[src/rtl/fizzbuzz_pkg.sv]
// Shared types and constants for the fizzbuzz sequencer.
// Residue lookups cover the 0..14 range left after mod-15 reduction.
package fizzbuzz_pkg;

    typedef enum logic [1:0] {
        IDLE,
        REDUCE,
        RUN,
        DONE
    } state_t;

    localparam int MOD3  = 3;
    localparam int MOD5  = 5;
    localparam int MOD15 = 15;

    function automatic logic [1:0] res3_of(input logic [3:0] v);
        logic [1:0] r;
        case (v)
            4'd0, 4'd3, 4'd6, 4'd9, 4'd12:  r = 2'd0;
            4'd1, 4'd4, 4'd7, 4'd10, 4'd13: r = 2'd1;
            default:                        r = 2'd2;
        endcase
        return r;
    endfunction

    function automatic logic [2:0] res5_of(input logic [3:0] v);
        logic [2:0] r;
        case (v)
            4'd0, 4'd5, 4'd10: r = 3'd0;
            4'd1, 4'd6, 4'd11: r = 3'd1;
            4'd2, 4'd7, 4'd12: r = 3'd2;
            4'd3, 4'd8, 4'd13: r = 3'd3;
            default:           r = 3'd4;
        endcase
        return r;
    endfunction

endpackage

[src/rtl/fizzbuzz_seq_mod_counter.sv]
// Wrapping residue register: counts 0..MOD-1 with a parallel load.
// Load has priority over increment.
module mod_counter #(
    parameter int MOD = 3,
    localparam int CW = $clog2(MOD)
) (
    input  logic          clk,
    input  logic          rst_n,
    input  logic          load,
    input  logic [CW-1:0] load_val,
    input  logic          inc,
    output logic [CW-1:0] value
);

    always_ff @(posedge clk) begin
        if (!rst_n) begin
            value <= '0;
        end else if (load) begin
            value <= load_val;
        end else if (inc) begin
            value <= (value == CW'(MOD - 1)) ? '0 : value + CW'(1);
        end
    end

endmodule

[src/rtl/fizzbuzz_seq.sv]
// Sweeps [start_n, end_n] over a valid/ready stream, tagging fizz/buzz
// from residue counters seeded by a one-time mod-15 reduction.
module fizzbuzz_seq
    import fizzbuzz_pkg::*;
#(
    parameter int W = 8
) (
    input  logic         clk,
    input  logic         rst_n,
    input  logic         start,
    input  logic [W-1:0] start_n,
    input  logic [W-1:0] end_n,
    output logic         busy,
    output logic         done,
    output logic         out_valid,
    input  logic         out_ready,
    output logic [W-1:0] out_n,
    output logic         out_fizz,
    output logic         out_buzz,
    output logic         out_last
);

    state_t       state;
    state_t       state_nx;
    logic [W-1:0] n;
    logic [W-1:0] end_q;
    logic [W-1:0] r15;
    logic [1:0]   res3;
    logic [2:0]   res5;
    logic         accept;
    logic         fire;
    logic         reduce_done;
    logic         step;

    assign accept      = (state == IDLE) && start;
    assign fire        = out_valid && out_ready;
    assign reduce_done = (state == REDUCE) && (r15 < W'(MOD15));
    // Increment only below end_n, so n never wraps past 2^W-1.
    assign step        = fire && !out_last;

    always_ff @(posedge clk) begin
        if (!rst_n) begin
            state <= IDLE;
        end else begin
            state <= state_nx;
        end
    end

    always_comb begin
        state_nx = state;
        unique case (state)
            IDLE: begin
                if (start) begin
                    state_nx = (end_n < start_n) ? DONE : REDUCE;
                end
            end
            REDUCE: begin
                if (r15 < W'(MOD15)) begin
                    state_nx = RUN;
                end
            end
            RUN: begin
                if (fire && out_last) begin
                    state_nx = DONE;
                end
            end
            DONE: begin
                state_nx = IDLE;
            end
        endcase
    end

    always_comb begin
        busy      = 1'b0;
        done      = 1'b0;
        out_valid = 1'b0;
        out_fizz  = 1'b0;
        out_buzz  = 1'b0;
        out_last  = 1'b0;
        unique case (1'b1)
            (state == REDUCE): begin
                busy = 1'b1;
            end
            (state == RUN): begin
                busy      = 1'b1;
                out_valid = 1'b1;
                out_fizz  = (res3 == 2'd0);
                out_buzz  = (res5 == 3'd0);
                out_last  = (n == end_q);
            end
            (state == DONE): begin
                busy = 1'b1;
                done = 1'b1;
            end
            default: begin
                busy = 1'b0;
            end
        endcase
    end

    assign out_n = n;

    always_ff @(posedge clk) begin
        if (!rst_n) begin
            n     <= '0;
            end_q <= '0;
            r15   <= '0;
        end else if (accept) begin
            n     <= start_n;
            r15   <= start_n;
            end_q <= end_n;
        end else if ((state == REDUCE) && !reduce_done) begin
            r15 <= r15 - W'(MOD15);
        end else if (step) begin
            n <= n + W'(1);
        end
    end

    mod_counter #(
        .MOD(MOD3)
    ) u_res3 (
        .clk      (clk),
        .rst_n    (rst_n),
        .load     (reduce_done),
        .load_val (res3_of(r15[3:0])),
        .inc      (step),
        .value    (res3)
    );

    mod_counter #(
        .MOD(MOD5)
    ) u_res5 (
        .clk      (clk),
        .rst_n    (rst_n),
        .load     (reduce_done),
        .load_val (res5_of(r15[3:0])),
        .inc      (step),
        .value    (res5)
    );

endmodule

[config.mk]
export PLATFORM = sky130hd
export DESIGN_NAME = fizzbuzz_seq
export DESIGN_NICKNAME = d
export VERILOG_FILES = /design/src/rtl/fizzbuzz_pkg.sv /design/src/rtl/fizzbuzz_seq_mod_counter.sv /design/src/rtl/fizzbuzz_seq.sv
export SDC_FILE = /design/constraint.sdc
export NUM_CORES = 1
export LEC_CHECK = 0
export BUFFER_PORTS_ARGS = -buffer_cell sky130_fd_sc_hd__buf_2
export CORE_UTILIZATION = 30
export DETAILED_ROUTE_END_ITERATION = 12
export GPL_ROUTABILITY_DRIVEN = 1
export PLACE_DENSITY_LB_ADDON = 0.1
export RECOVER_POWER = 100
export SLEW_MARGIN = 20
export SYNTH_ARGS = -nofsm -noshare
export SYNTH_HDL_FRONTEND = slang
export SYNTH_SLANG_ARGS = --single-unit
[constraint.sdc]
create_clock -name clk -period 6.9 [get_ports clk]
set_clock_uncertainty 0.05 [all_clocks]
set_input_delay 1.035 -clock clk [delete_from_list [all_inputs] [get_ports clk]]
set_output_delay 1.035 -clock clk [all_outputs]
set_load 0.03 [all_outputs]
After elaboration in Yosys (flattened, before gate mapping)

Memory sizes are Yosys's and may differ from the RTL's. A register that Yosys moved wholly into a read port is not among the register bits.
Index checks and enable logic that the tools add are counted.
W data, S select, Z words.

Bits in registers: 31
Bits in read-only memories: 80
Output and inout port bits: 14
Word-level logic and storage cells: 67
Memories kept: 2

Memory list:

| memory           | words | width | rd ports | clocked after Yosys merged registers in | write ports | RTL line           | RTL |
|---|---|---|---|---|---|---|---|
| (name not given) | 16    | 3     | 1        | 1                                       | 0           | fizzbuzz_pkg.sv:28 | `case (v)` |
| (name not given) | 16    | 2     | 1        | 1                                       | 0           | fizzbuzz_pkg.sv:18 | `case (v)` |

$add $sub $neg: 4
Magnitude comparators: 2
Equal/unequal tests: 10
Multiplexer cells: 26
Reduce and logical (&&, ||, !) cells: 17

Operators with widths:

| cell                  | count |
|---|---|
| $mux W8               | 5 |
| $mux W4               | 4 |
| $mux W2               | 7 |
| $mux W3               | 3 |
| $add A8 B1 Y8 const B | 1 |
| $eq A8 B8 Y1          | 1 |
| $lt A8 B4 Y1 const B  | 1 |
| $lt A8 B8 Y1          | 1 |
| $ne A2 B2 Y1 const B  | 4 |
| $pmux W2 S4           | 1 |
| $sub A8 B4 Y8 const B | 1 |
| $eq A2 B2 Y1 const B  | 3 |
| $logic_and A1 B1 Y1   | 6 |
| $mux W1               | 6 |
| $reduce_bool A2 Y1    | 3 |
| $logic_not A2 Y1      | 2 |
| $add A3 B1 Y3 const B | 1 |
| $eq A3 B3 Y1 const B  | 1 |
| $logic_not A3 Y1      | 1 |
| $reduce_and A3 Y1     | 1 |
| $reduce_or A3 Y1      | 1 |
| $add A2 B1 Y2 const B | 1 |
| $eq A2 B1 Y1 const B  | 1 |
| $logic_not A1 Y1      | 2 |
| $reduce_and A2 Y1     | 1 |

Depth between registers and ports, before layout

Gate-level depths: netlist (run 1).

Depth in word-level cells: 8
Depth in mapped cells: 10
Mapped depth without buffers: 10

Modules after synthesis

From an unflattened synthesis (run 1), not the netlist that was laid out.

Cells, all modules: 271
Area total of the unflattened synthesis: 2249.7 um^2

By module, submodules not included:

| module               | times used | cells an instance | area each (um^2) |
|---|---|---|---|
| fizzbuzz_seq         | 1          | 241               | 1978.1 |
| mod_counter (u_res5) | 1          | 20                | 170.2 |
| mod_counter (u_res3) | 1          | 10                | 101.3 |

Worst setup path after synthesis (run 1)

No wires, ideal clock.

Kind: register to output
Start: register n[3] (netlist: out_n[3])
End: output port out_last
Arrival time: 1.624 ns
Required time: 5.815 ns
Setup slack: 4.191 ns
Stages on the path, launching flop included: 5
Buffers on the path: 1
Cells stage by stage: dfxtp_1 clkbuf_1 xor2_1 nor4_2 and3_1

Cells in the longest elaborated chain, start to end: 2

RTL lines:

| element                  | RTL line            | RTL |
|---|---|---|
| start: declaration       | fizzbuzz_seq.sv:25  | `logic [W-1:0] n;` |
| start signal: assignment | fizzbuzz_seq.sv:109 | `n <= start_n;` |
| start signal: assignment | fizzbuzz_seq.sv:115 | `n <= n + W'(1);` |
| $eq A8 B8 Y1             | fizzbuzz_seq.sv:89  | `out_last = (n == end_q);` |
| $mux W1                  | fizzbuzz_seq.sv:80  | `unique case (1'b1)` |
| end: declaration         | fizzbuzz_seq.sv:20  | `output logic out_last` |

Every way passes these cells.

Worst setup path in the final report (run 1)

Start: input port start
End: register, netlist name u_res3.load_val[1]

Cells in the longest elaborated chain, start to end: 4

RTL lines:

| element                                       | RTL line           | RTL |
|---|---|---|
| start: declaration                            | fizzbuzz_seq.sv:10 | `input logic start,` |
| $logic_and A1 B1 Y1 *                         | fizzbuzz_seq.sv:35 | `assign accept = (state == IDLE) && start;` |
| $mux W8 or $reduce_bool A2 Y1 (tied branches) | --                 |  |
| $mux W4 (no line) * (2 in a row)              | --                 |  |

Every way passes the cells marked *; elsewhere a longest branch is shown, timed or not.
A chain may end at the register's enable or synchronous reset.

==> results of run 1 <==
==> cells in the final DEF, fill, tap and decap left out, types with 2 or more instances in the layout <==
master and n:
buf_2 17, inv_1 21, nand3b_1 2, nand2_1 28
and3_1 4, clkbuf_1 18, o211ai_1 5, o211a_1 2
clkbuf_8 5, nand2b_1 3, nand4_1 7, and2_1 3
ha_1 20, xnor2_1 3, nand3_1 6, dfxtp_1 36
xor2_1 17, a31oi_1 3, nor2_1 12, mux2i_1 10
a211oi_1 2, nor4_1 2, a21o_1 3, a311oi_1 2
or3_1 3, a21oi_1 30, o21ai_0 15
==> sequential cells by signal, summed over array words and instances, names as in the netlist <==
name / cells
u_res3.load_val: 2
out_n: 8
state: 2
u_res3.value: 2
u_res5.value: 3
end_q: 8
u_res5.load_val: 3
r15: 8
==> worst paths after layout <==
path                               from                          to  slack [ns]
setup / recovery                  start  u_res3.load_val[1]$_DFF_P_        3.07
hold / removal    end_q[3]$_SDFFE_PN0P_       end_q[3]$_SDFFE_PN0P_        0.42
setup reg to reg  state[0]$_SDFFE_PN0P_  u_res3.load_val[1]$_DFF_P_        3.20
hold reg to reg   end_q[3]$_SDFFE_PN0P_       end_q[3]$_SDFFE_PN0P_        0.42
==> cell families after synthesis <==
kind of cell    share of synthesized area
simple gates                        0.168
compound gates                      0.217
xor+xnor                           0.0794
buf+inv                            0.0494
mux                                0.0454
flops                               0.327
fa+ha+maj                           0.113
==> worst reg2reg max path, delay by kind of cell, from the launching register on <==
family / cells / cell delay (ns)
compound gates: 3 / 0.93
fa+ha+maj: 2 / 0.58
buf+inv: 3 / 1.30
flops: 1 / 0.39
simple gates: 3 / 0.32
==> cell type report <==
class | instances | area (sq um) | share of cell area
multi-input combinational | 197 | 1360 | 0.542
sequential | 36 | 721 | 0.288
timing repair buffer | 34 | 149 | 0.0595
tap | 96 | 120 | 0.0480
inverter | 21 | 78.8 | 0.0315
clock buffer | 6 | 72.6 | 0.0290
clock inverter | 1 | 5.00 | 0.00200
==> stage by stage <==
step | instance area, sq um | util
final | 2500 | 0.360
after global routing | 2500 | 0.360
after CTS | 2550 | 0.367
after detailed placement | 2470 | 0.355
after global placement | 2470 | 0.355
after floorplan | 2210 | -
==> per-layer routing <==
layer  vias up  global-route usage  share of wire
li1        996                   -              -
met1       891               0.210           0.51
met2        30               0.265           0.45
met3         5              0.0358          0.031
met4         0              0.0447         0.0097
met5         -                   0              0
==> power breakdown <==
part	leakage (nW)	total (mW)	internal [mW]	switching, mW
registers	0.297	0.350	0.276	0.0738
clock network	0.0410	0.144	0.0687	0.0753
logic	0.760	0.496	0.182	0.313
==> run_results.csv, run 1 <==
group,metric,value,unit
clock_network,clk_latency,0.29,ns
clock_network,cts_hold_buf,0,
timing,layout_setup_ws,3.07,ns
logic_synthesis,synth_ff_type,"dfxtp_1",
die,io_pins,34,
logic_synthesis,syn_nets,302,
critical_path,crit_cells,10,
grt,grt_max_degree,38,
clock_network,htree_levels,2,
final_layout,diodes,0,
timing,holdWs,0.420,ns
grt,grt.overflow.total,0,
critical_path,timing.setup.critical_path_class,"in -> reg",
final_layout,syn_to_final_growth,13.4,%
logic_synthesis,synth.cell_area,2210,sq um
timing,finalCriticalPeriod,3.83,ns
timing,fin_tns_setup,0,ns
logic_synthesis,synth_edf_count,0,
logic_synthesis,synth_top_area_frac,0.327,
critical_path,cp-start-kind,"primary input",
grt,grt_pass1_vias,1892,
clock_network,cts.sinks,36,
drt,drc,0,
clock_network,clk_pin_slew_worst_paths,0.07,ns
timing,max_freq,261,MHz
die,coreArea,6940,sq um
grt,antenna_found_initial,0,
power,p_leak,1.10,nW
critical_path,cp.arrival,3.92,ns
final_layout,drive_gt1_frac,0.0983,
logic_synthesis,synth_top_cell_by_area,"dfxtp_1",
die,start_util,0.318,
critical_path,cpLargestDelayFamily,"buffers and inverters",
grt,grt_pass1_wl,9450,um
power,total_power,0.990,mW
drt,wl,5750,um
die,die_x,87.8,um
logic_synthesis,synth_cells,262,
logic_synthesis,async_reset_ff_frac,0,
logic_synthesis,avgSynthCellArea,8.42,sq um
clock_network,cts_tree,"done",
place,io_buffers,33,
final_layout,nets,335,
power,ir_drop,0.0903,mV
die,die_h,87.8,um
logic_synthesis,ys_seq_area_frac,0.327,
clock_network,cts_made_buffers,5,
critical_path,path_cells,"clkbuf_1 > nand2_1 > clkbuf_1 > o21ai_0 > a21oi_1 > inv_1 > ha_1 > nor2_1 > nor3b_1 > a21oi_1",
final_layout,fin_cells,391,
logic_synthesis,synth_cell_type_count,41,
drt,first_iter_violations,99,
status,status,"finished, violations left",
power,power_density,395,nW/um^2
critical_path,reg2reg_depth,11,
drt,via_per_inst,4.92,
drt,wire_per_inst,14.7,um
hold_path,min_path_type,"reg -> reg",
critical_path,crit_slowest_cell,"clkbuf_1",
drt,drt.antenna.violating_nets,0,
flow_run,drv_cap,1,
place,finalWeightedCongestion,0.787,
clock_network,cts_resized,0,
final_layout,fillers,773,
logic_synthesis,ys_ff_latch,36,
place,dp.cells,384,
critical_path,crit_required,7.00,ns
status,violations,"max-capacitance violations, max-slew violations",
critical_path,crit_path_end_kind,"flip-flop",
logic_synthesis,synth_common_cells,"dfxtp_1 (36), a21oi_1 (30), nand2_1 (28)",
drt,vias,1922,
critical_path,crit_buf_inv,3,
timing,tightest_slew,1.50,ns
critical_path,critical-path-max-stage-delay,1.08,ns
hold_path,holdPathStages,2,
timing,setup_violations,0,
timing,final-hold-violation-count,0,
clock_network,clock_path_buffers,2,
drt,drt-pass1-iter-count,4,
critical_path,cp_max_fo,37,
place,hpwl,4290,um
logic_synthesis,synthTopCellsByArea,"dfxtp_1 (33%), ha_1 (11%), a21oi_1 (6.8%), xor2_1 (6.7%), nand2_1 (4.8%)",
logic_synthesis,synth.most_common_cell,"dfxtp_1",
die,rows,30,
place,dp_slack,3.73,ns
timing,drv_slew,37,
logic_synthesis,yosysWarnings,0,
timing,rsz0062_at_grt,"false",
timing,relSlewSlack,-0.00311,
timing,post-route-period-util,0.555,
grt,groute.usage.overall,0.161,
clock_network,clock-root-buffer,"clkbuf_8",
die,die_area,7700,sq um
clock_network,postCtsSetupBuffers,0,
No activity file was read; power rests on OpenSTA's default activity.
==> inputs of run 2 (changes only) <==
clock period = 3.7 ns   (was 6.9 ns; I/O delays follow)
==> run 2 against run 1 <==
  * The run now ends clean
  * Clock power is 85% higher
  * Power increased by 86%
  * Sequential share of layout area is essentially flat
  * Sequential power increased by 86%
  * Non-clock buffer count stayed put
  * Critical endpoint is now out_n[7]$_SDFFE_PN0P_
==> run_results.csv, run 2 (synthesis results as in run 1) <==
group,metric,value,unit
critical_path,crit_path_end_kind,"flip-flop",
clock_network,cts.sinks,36,
timing,tightest_slew,1.35,ns
critical_path,crit_required,3.87,ns
power,internal-power,0.984,mW
power,total_power,1.84,mW
clock_network,cts_hold_buf,0,
power,comb_power_share,0.500,
clock_network,clock_path_buffers,2,
drt,wl,5670,um
critical_path,path_cells,"nor4_1 > a21boi_2 > a211oi_1 > nand4_1 > xor2_1 > a21oi_1",
timing,relSlewSlack,0.0944,
timing,drv_slew,0,
grt,grt.overflow.total,0,
place,dpl_cell_area,2470,sq um
grt,antenna_found_initial,0,
critical_path,crit_slowest_cell,"a211oi_1",
timing,rsz0062_at_grt,"false",
grt,grt_pass1_vias,1752,
place,dp.cells,384,
die,start_util,0.318,
drt,drt-pass1-iter-count,4,
drt,first_iter_violations,93,
place,io_buffers,33,
critical_path,cpLargestDelayFamily,"compound AO/OA/AOI/OAI gates",
clock_network,htree_levels,2,
critical_path,crit_buf_inv,0,
clock_network,clk_latency,0.29,ns
power,power_density,734,nW/um^2
die,die_h,87.8,um
critical_path,cp-start-kind,"flip-flop",
die,io_pins,34,
die,die_x,87.8,um
critical_path,critical-path-max-stage-delay,1.08,ns
place,dp_slack,1.06,ns
die,rows,30,
timing,finalCriticalPeriod,2.83,ns
timing,fin_tns_setup,0,ns
grt,grt_pass1_wl,9200,um
power,p_switching,0.853,mW
drt,via_per_inst,4.96,
power,power.share.clock,0.145,
power,ir_drop,0.176,mV
drt,drc,0,
place,hpwl,4300,um
drt,drt.antenna.violating_nets,0,
clock_network,cts_tree,"done",
timing,holdWs,0.417,ns
clock_network,clk_pin_slew_worst_paths,0.07,ns
power,p_sw_frac,0.464,
hold_path,min_path_type,"reg -> reg",
timing,final-hold-violation-count,0,
final_layout,nets,335,
clock_network,cts_resized,0,
grt,groute.usage.overall,0.157,
critical_path,timing.setup.critical_path_class,"reg -> reg",
final_layout,seq_area,721,sq um
timing,layout_setup_ws,0.868,ns
final_layout,fin_cells,391,
drt,vias,1940,
final_layout,utilization,0.361,
critical_path,cp_max_fo,8,
status,status,"finished clean",
power,pwr-share-seq,0.355,
final_layout,final_common_cell,"dfxtp_1",
final_layout,fillers,742,
final_layout,syn_to_final_growth,13.5,%
final_layout,most-common-layout-cells,"dfxtp_1 (36), a21oi_1 (30), nand2_1 (28), inv_1 (21), ha_1 (20)",
final_layout,multi_input_area,1350,sq um
die,coreArea,6940,sq um
clock_network,cts_made_buffers,5,
timing,setup_violations,0,
final_layout,drive_gt1_frac,0.105,
drt,wire_per_inst,14.5,um
timing,post-route-period-util,0.765,
clock_network,clock-root-buffer,"clkbuf_8",
place,finalWeightedCongestion,0.760,
final_layout,diodes,0,
die,die_area,7700,sq um
clock_network,postCtsSetupBuffers,0,
power,p_leak,1.11,nW
grt,grt_max_degree,37,
timing,max_freq,353,MHz
flow_run,drv_cap,0,
critical_path,cp.arrival,3.00,ns
final_layout,post-route-cell-area,2500,sq um
==> run 2: cell count changes in the layout (fill, tap and decap cells not counted), sizes merged <==
cell,before,now
clkbuf,23,20
buf,17,20
==> run 2: power by group through the flow <==
| stage | Sequential (mW) | Clock [mW] | Combinational, mW |
|---|---|---|---|
| floorplan | 0.659 | 0 | 0.701 |
| global placement | 0.656 | 0 | 0.952 |
| detailed placement | 0.659 | 0 | 0.947 |
| CTS | 0.650 | 0.277 | 0.954 |
| global route | 0.672 | 0.295 | 1.03 |
| finish | 0.652 | 0.266 | 0.919 |
==> run 2: area by class of cell <==
type                       count  area share
multi-input combinational    197       0.540
inverter                      21      0.0315
clock buffer                   6      0.0290
tap                           96      0.0480
sequential                    36       0.288
clock inverter                 1     0.00200
timing repair buffer          34      0.0620
==> run 2: worst paths after layout <==
check	startpoint	to	slack [ns]	depth (start not counted)
worst max register to register	r15[4]$_SDFFE_PN0P_	out_n[7]$_SDFFE_PN0P_	0.87	6
worst max-delay path	r15[4]$_SDFFE_PN0P_	out_n[7]$_SDFFE_PN0P_	0.87	6
worst min-delay path	end_q[1]$_SDFFE_PN0P_	end_q[1]$_SDFFE_PN0P_	0.42	2
worst min register to register	end_q[1]$_SDFFE_PN0P_	end_q[1]$_SDFFE_PN0P_	0.42	2
==> run 2: worst reg2reg max path, delay by kind of cell (launching register included) <==
family	cells	cell delay [ns]
AO/OA/AOI/OAI	3	1.41
XOR/XNOR	1	0.22
flip-flops	1	0.37
AND/OR/NAND/NOR	2	0.72
==> run 2: metal layers <==
metal	global-route usage	wire length [um]	vias to the layer above
li1	-	-	993
met1	0.222	2990	905
met2	0.237	2400	36
met3	0.0311	207	6
met4	0.0492	71	0
met5	0	0	-
==> inputs of run 3 (changes only) <==
clock period = 2.9 ns   (was 3.7 ns; I/O delays follow)
==> run 3 against run 2 <==
  * Critical path depth shrank 2
  * Routed wire length grew 0.19%
  * Clock power up 47%
  * Count of clock-buffer cells in the layout grew 1
  * Via count up 0.31%
  * Hold slack worse by 0.068 ns
  * Non-clock buffer count up 5
  * First-iteration DRC count down 32%
  * Sequential power rose by 27%
  * Sequential share of layout area fell by 0.49 points
  * Design area rose by 1.7%
  * Flip-flop and latch count stayed put
  * Highest routed layer unchanged
==> run_results.csv, run 3 (synthesis results as in run 1) <==
group,metric,value,unit
status,status,"finished clean",
grt,grt_max_degree,22,
clock_network,clk_latency,0.28,ns
timing,fin_tns_setup,0,ns
timing,rsz0062_at_grt,"false",
clock_network,cts.sinks,36,
critical_path,crit_buf_inv,1,
timing,relSlewSlack,0.411,
final_layout,diodes,0,
flow_run,drv_cap,0,
drt,drt.antenna.violating_nets,0,
final_layout,utilization,0.367,
power,power_density,948,nW/um^2
drt,drt-pass1-iter-count,4,
critical_path,critPathLaunch,"out_n[3]$_SDFFE_PN0P_",
clock_network,cts_tree,"done",
clock_network,postCtsSetupBuffers,0,
final_layout,multi_input_area,1350,sq um
hold_path,min_path_type,"in -> reg",
timing,final-hold-violation-count,0,
final_layout,syn_to_final_growth,15.5,%
power,p_sw_frac,0.453,
critical_path,r2r-start,"state[1]$_SDFFE_PN0P_",
power,p_leak,1.13,nW
drt,drc,0,
final_layout,seq_area,721,sq um
critical_path,timing.setup.critical_path_class,"reg -> out",
final_layout,most-common-layout-cells,"dfxtp_1 (36), a21oi_1 (30), nand2_1 (28), inv_1 (21), ha_1 (20)",
timing,finalCriticalPeriod,2.59,ns
place,finalWeightedCongestion,0.748,
critical_path,rrSetupSlack,0.36,ns
final_layout,fillers,777,
timing,max_freq,386,MHz
die,die_x,87.8,um
critical_path,critical-path-max-stage-delay,0.64,ns
drt,wire_per_inst,14.3,um
die,rows,30,
power,pwr-share-seq,0.343,
critical_path,cp.arrival,2.11,ns
drt,first_iter_violations,63,
critical_path,cp-start-kind,"flip-flop",
die,die_area,7700,sq um
critical_path,crit_cells,4,
timing,drv_slew,0,
grt,antenna_found_initial,0,
die,die_h,87.8,um
final_layout,final_common_cell,"dfxtp_1",
clock_network,clock_path_buffers,2,
die,start_util,0.318,
timing,post-route-period-util,0.894,
grt,grt_pass1_wl,9380,um
critical_path,path_cells,"xor2_1 > nor4_1 > and3_1 > clkbuf_1",
drt,vias,1946,
place,io_buffers,33,
grt,grt.overflow.total,0,
critical_path,crit_path_end,"out_last",
power,power.share.clock,0.162,
critical_path,crit_slowest_cell,"nor4_1",
clock_network,cts_hold_buf,0,
timing,tightest_slew,0.883,ns
die,coreArea,6940,sq um
clock_network,clk_pin_slew_worst_paths,0.07,ns
final_layout,drive_gt1_frac,0.113,
final_layout,nets,340,
timing,setup_violations,0,
drt,via_per_inst,4.91,
clock_network,clock-root-buffer,"clkbuf_8",
die,io_pins,34,
critical_path,crit_path_end_kind,"output pin",
clock_network,htree_levels,2,
drt,wl,5680,um
critical_path,cp_max_fo,7,
critical_path,timing.rr.end,"u_res3.load_val[1]$_DFF_P_",
power,ir_drop,0.205,mV
grt,groute.usage.overall,0.160,
power,internal-power,1.32,mW
clock_network,cts_made_buffers,5,
critical_path,crit_required,2.41,ns
critical_path,reg2reg_depth,10,
power,comb_power_share,0.495,
place,hpwl,4340,um
grt,grt_pass1_vias,1874,
power,p_switching,1.09,mW
critical_path,cpLargestDelayFamily,"simple AND/OR/NAND/NOR gates",
clock_network,cts_resized,0,
==> run 3: power groups by stage <==
stage | sequential [mW] | combinational, mW | clock (mW)
4_1_cts | 0.825 | 1.26 | 0.405
2_1_floorplan | 0.840 | 0.895 | 0
5_1_grt | 0.854 | 1.36 | 0.429
3_5_place_dp | 0.837 | 1.25 | 0
6_report | 0.827 | 1.19 | 0.392
3_3_place_gp | 0.836 | 1.25 | 0
==> run 3: worst min-delay path: stages <==
cell and delay, ns:
buf_2 0.10, nand2_1 0.05, a21oi_1 0.05
==> run 3: routing by layer <==
layer,vias up,GRT usage,part of all wire,wire length (um)
li1,999,-,-,-
met1,906,0.219,0.52,2970
met2,35,0.253,0.43,2460
met3,6,0.0283,0.034,195
met4,0,0.0537,0.011,60
met5,-,0,0,0
==> run 3: layout make-up <==
class                      instances  share of cell area
inverter                          21              0.0309
tap                               96              0.0472
sequential                        36               0.283
clock buffer                       7              0.0378
multi-input combinational        197               0.530
timing repair buffer              39              0.0712
==> run 3: metrics by stage <==
step	std cells	setup slack (ns)	hold WS, ns	power [mW]	area [sq um]
6_report	396	0.307	0.349	2.41	2550
5_1_grt	396	0.0999	0.361	2.64	2550
3_5_place_dp	389	0.400	0.409	2.09	2510
3_3_place_gp	389	0.461	0.407	2.09	2510
4_1_cts	396	0.370	0.344	2.49	2600
2_1_floorplan	262	0.565	0.398	1.74	2210
==> run 3: worst min path at each step <==
stage / from / to / slack (ns) / cells past startpoint
6_report: end_n[0] / end_q[0]$_SDFFE_PN0P_ / 0.35 / 3
5_1_grt: end_n[0] / end_q[0]$_SDFFE_PN0P_ / 0.36 / 3
4_1_cts: end_n[0] / end_q[0]$_SDFFE_PN0P_ / 0.34 / 3
3_5_place_dp: end_q[3]$_SDFFE_PN0P_ / end_q[3]$_SDFFE_PN0P_ / 0.41 / 2
3_3_place_gp: end_q[3]$_SDFFE_PN0P_ / end_q[3]$_SDFFE_PN0P_ / 0.41 / 2
2_1_floorplan: end_q[0]$_SDFFE_PN0P_ / end_q[0]$_SDFFE_PN0P_ / 0.40 / 2
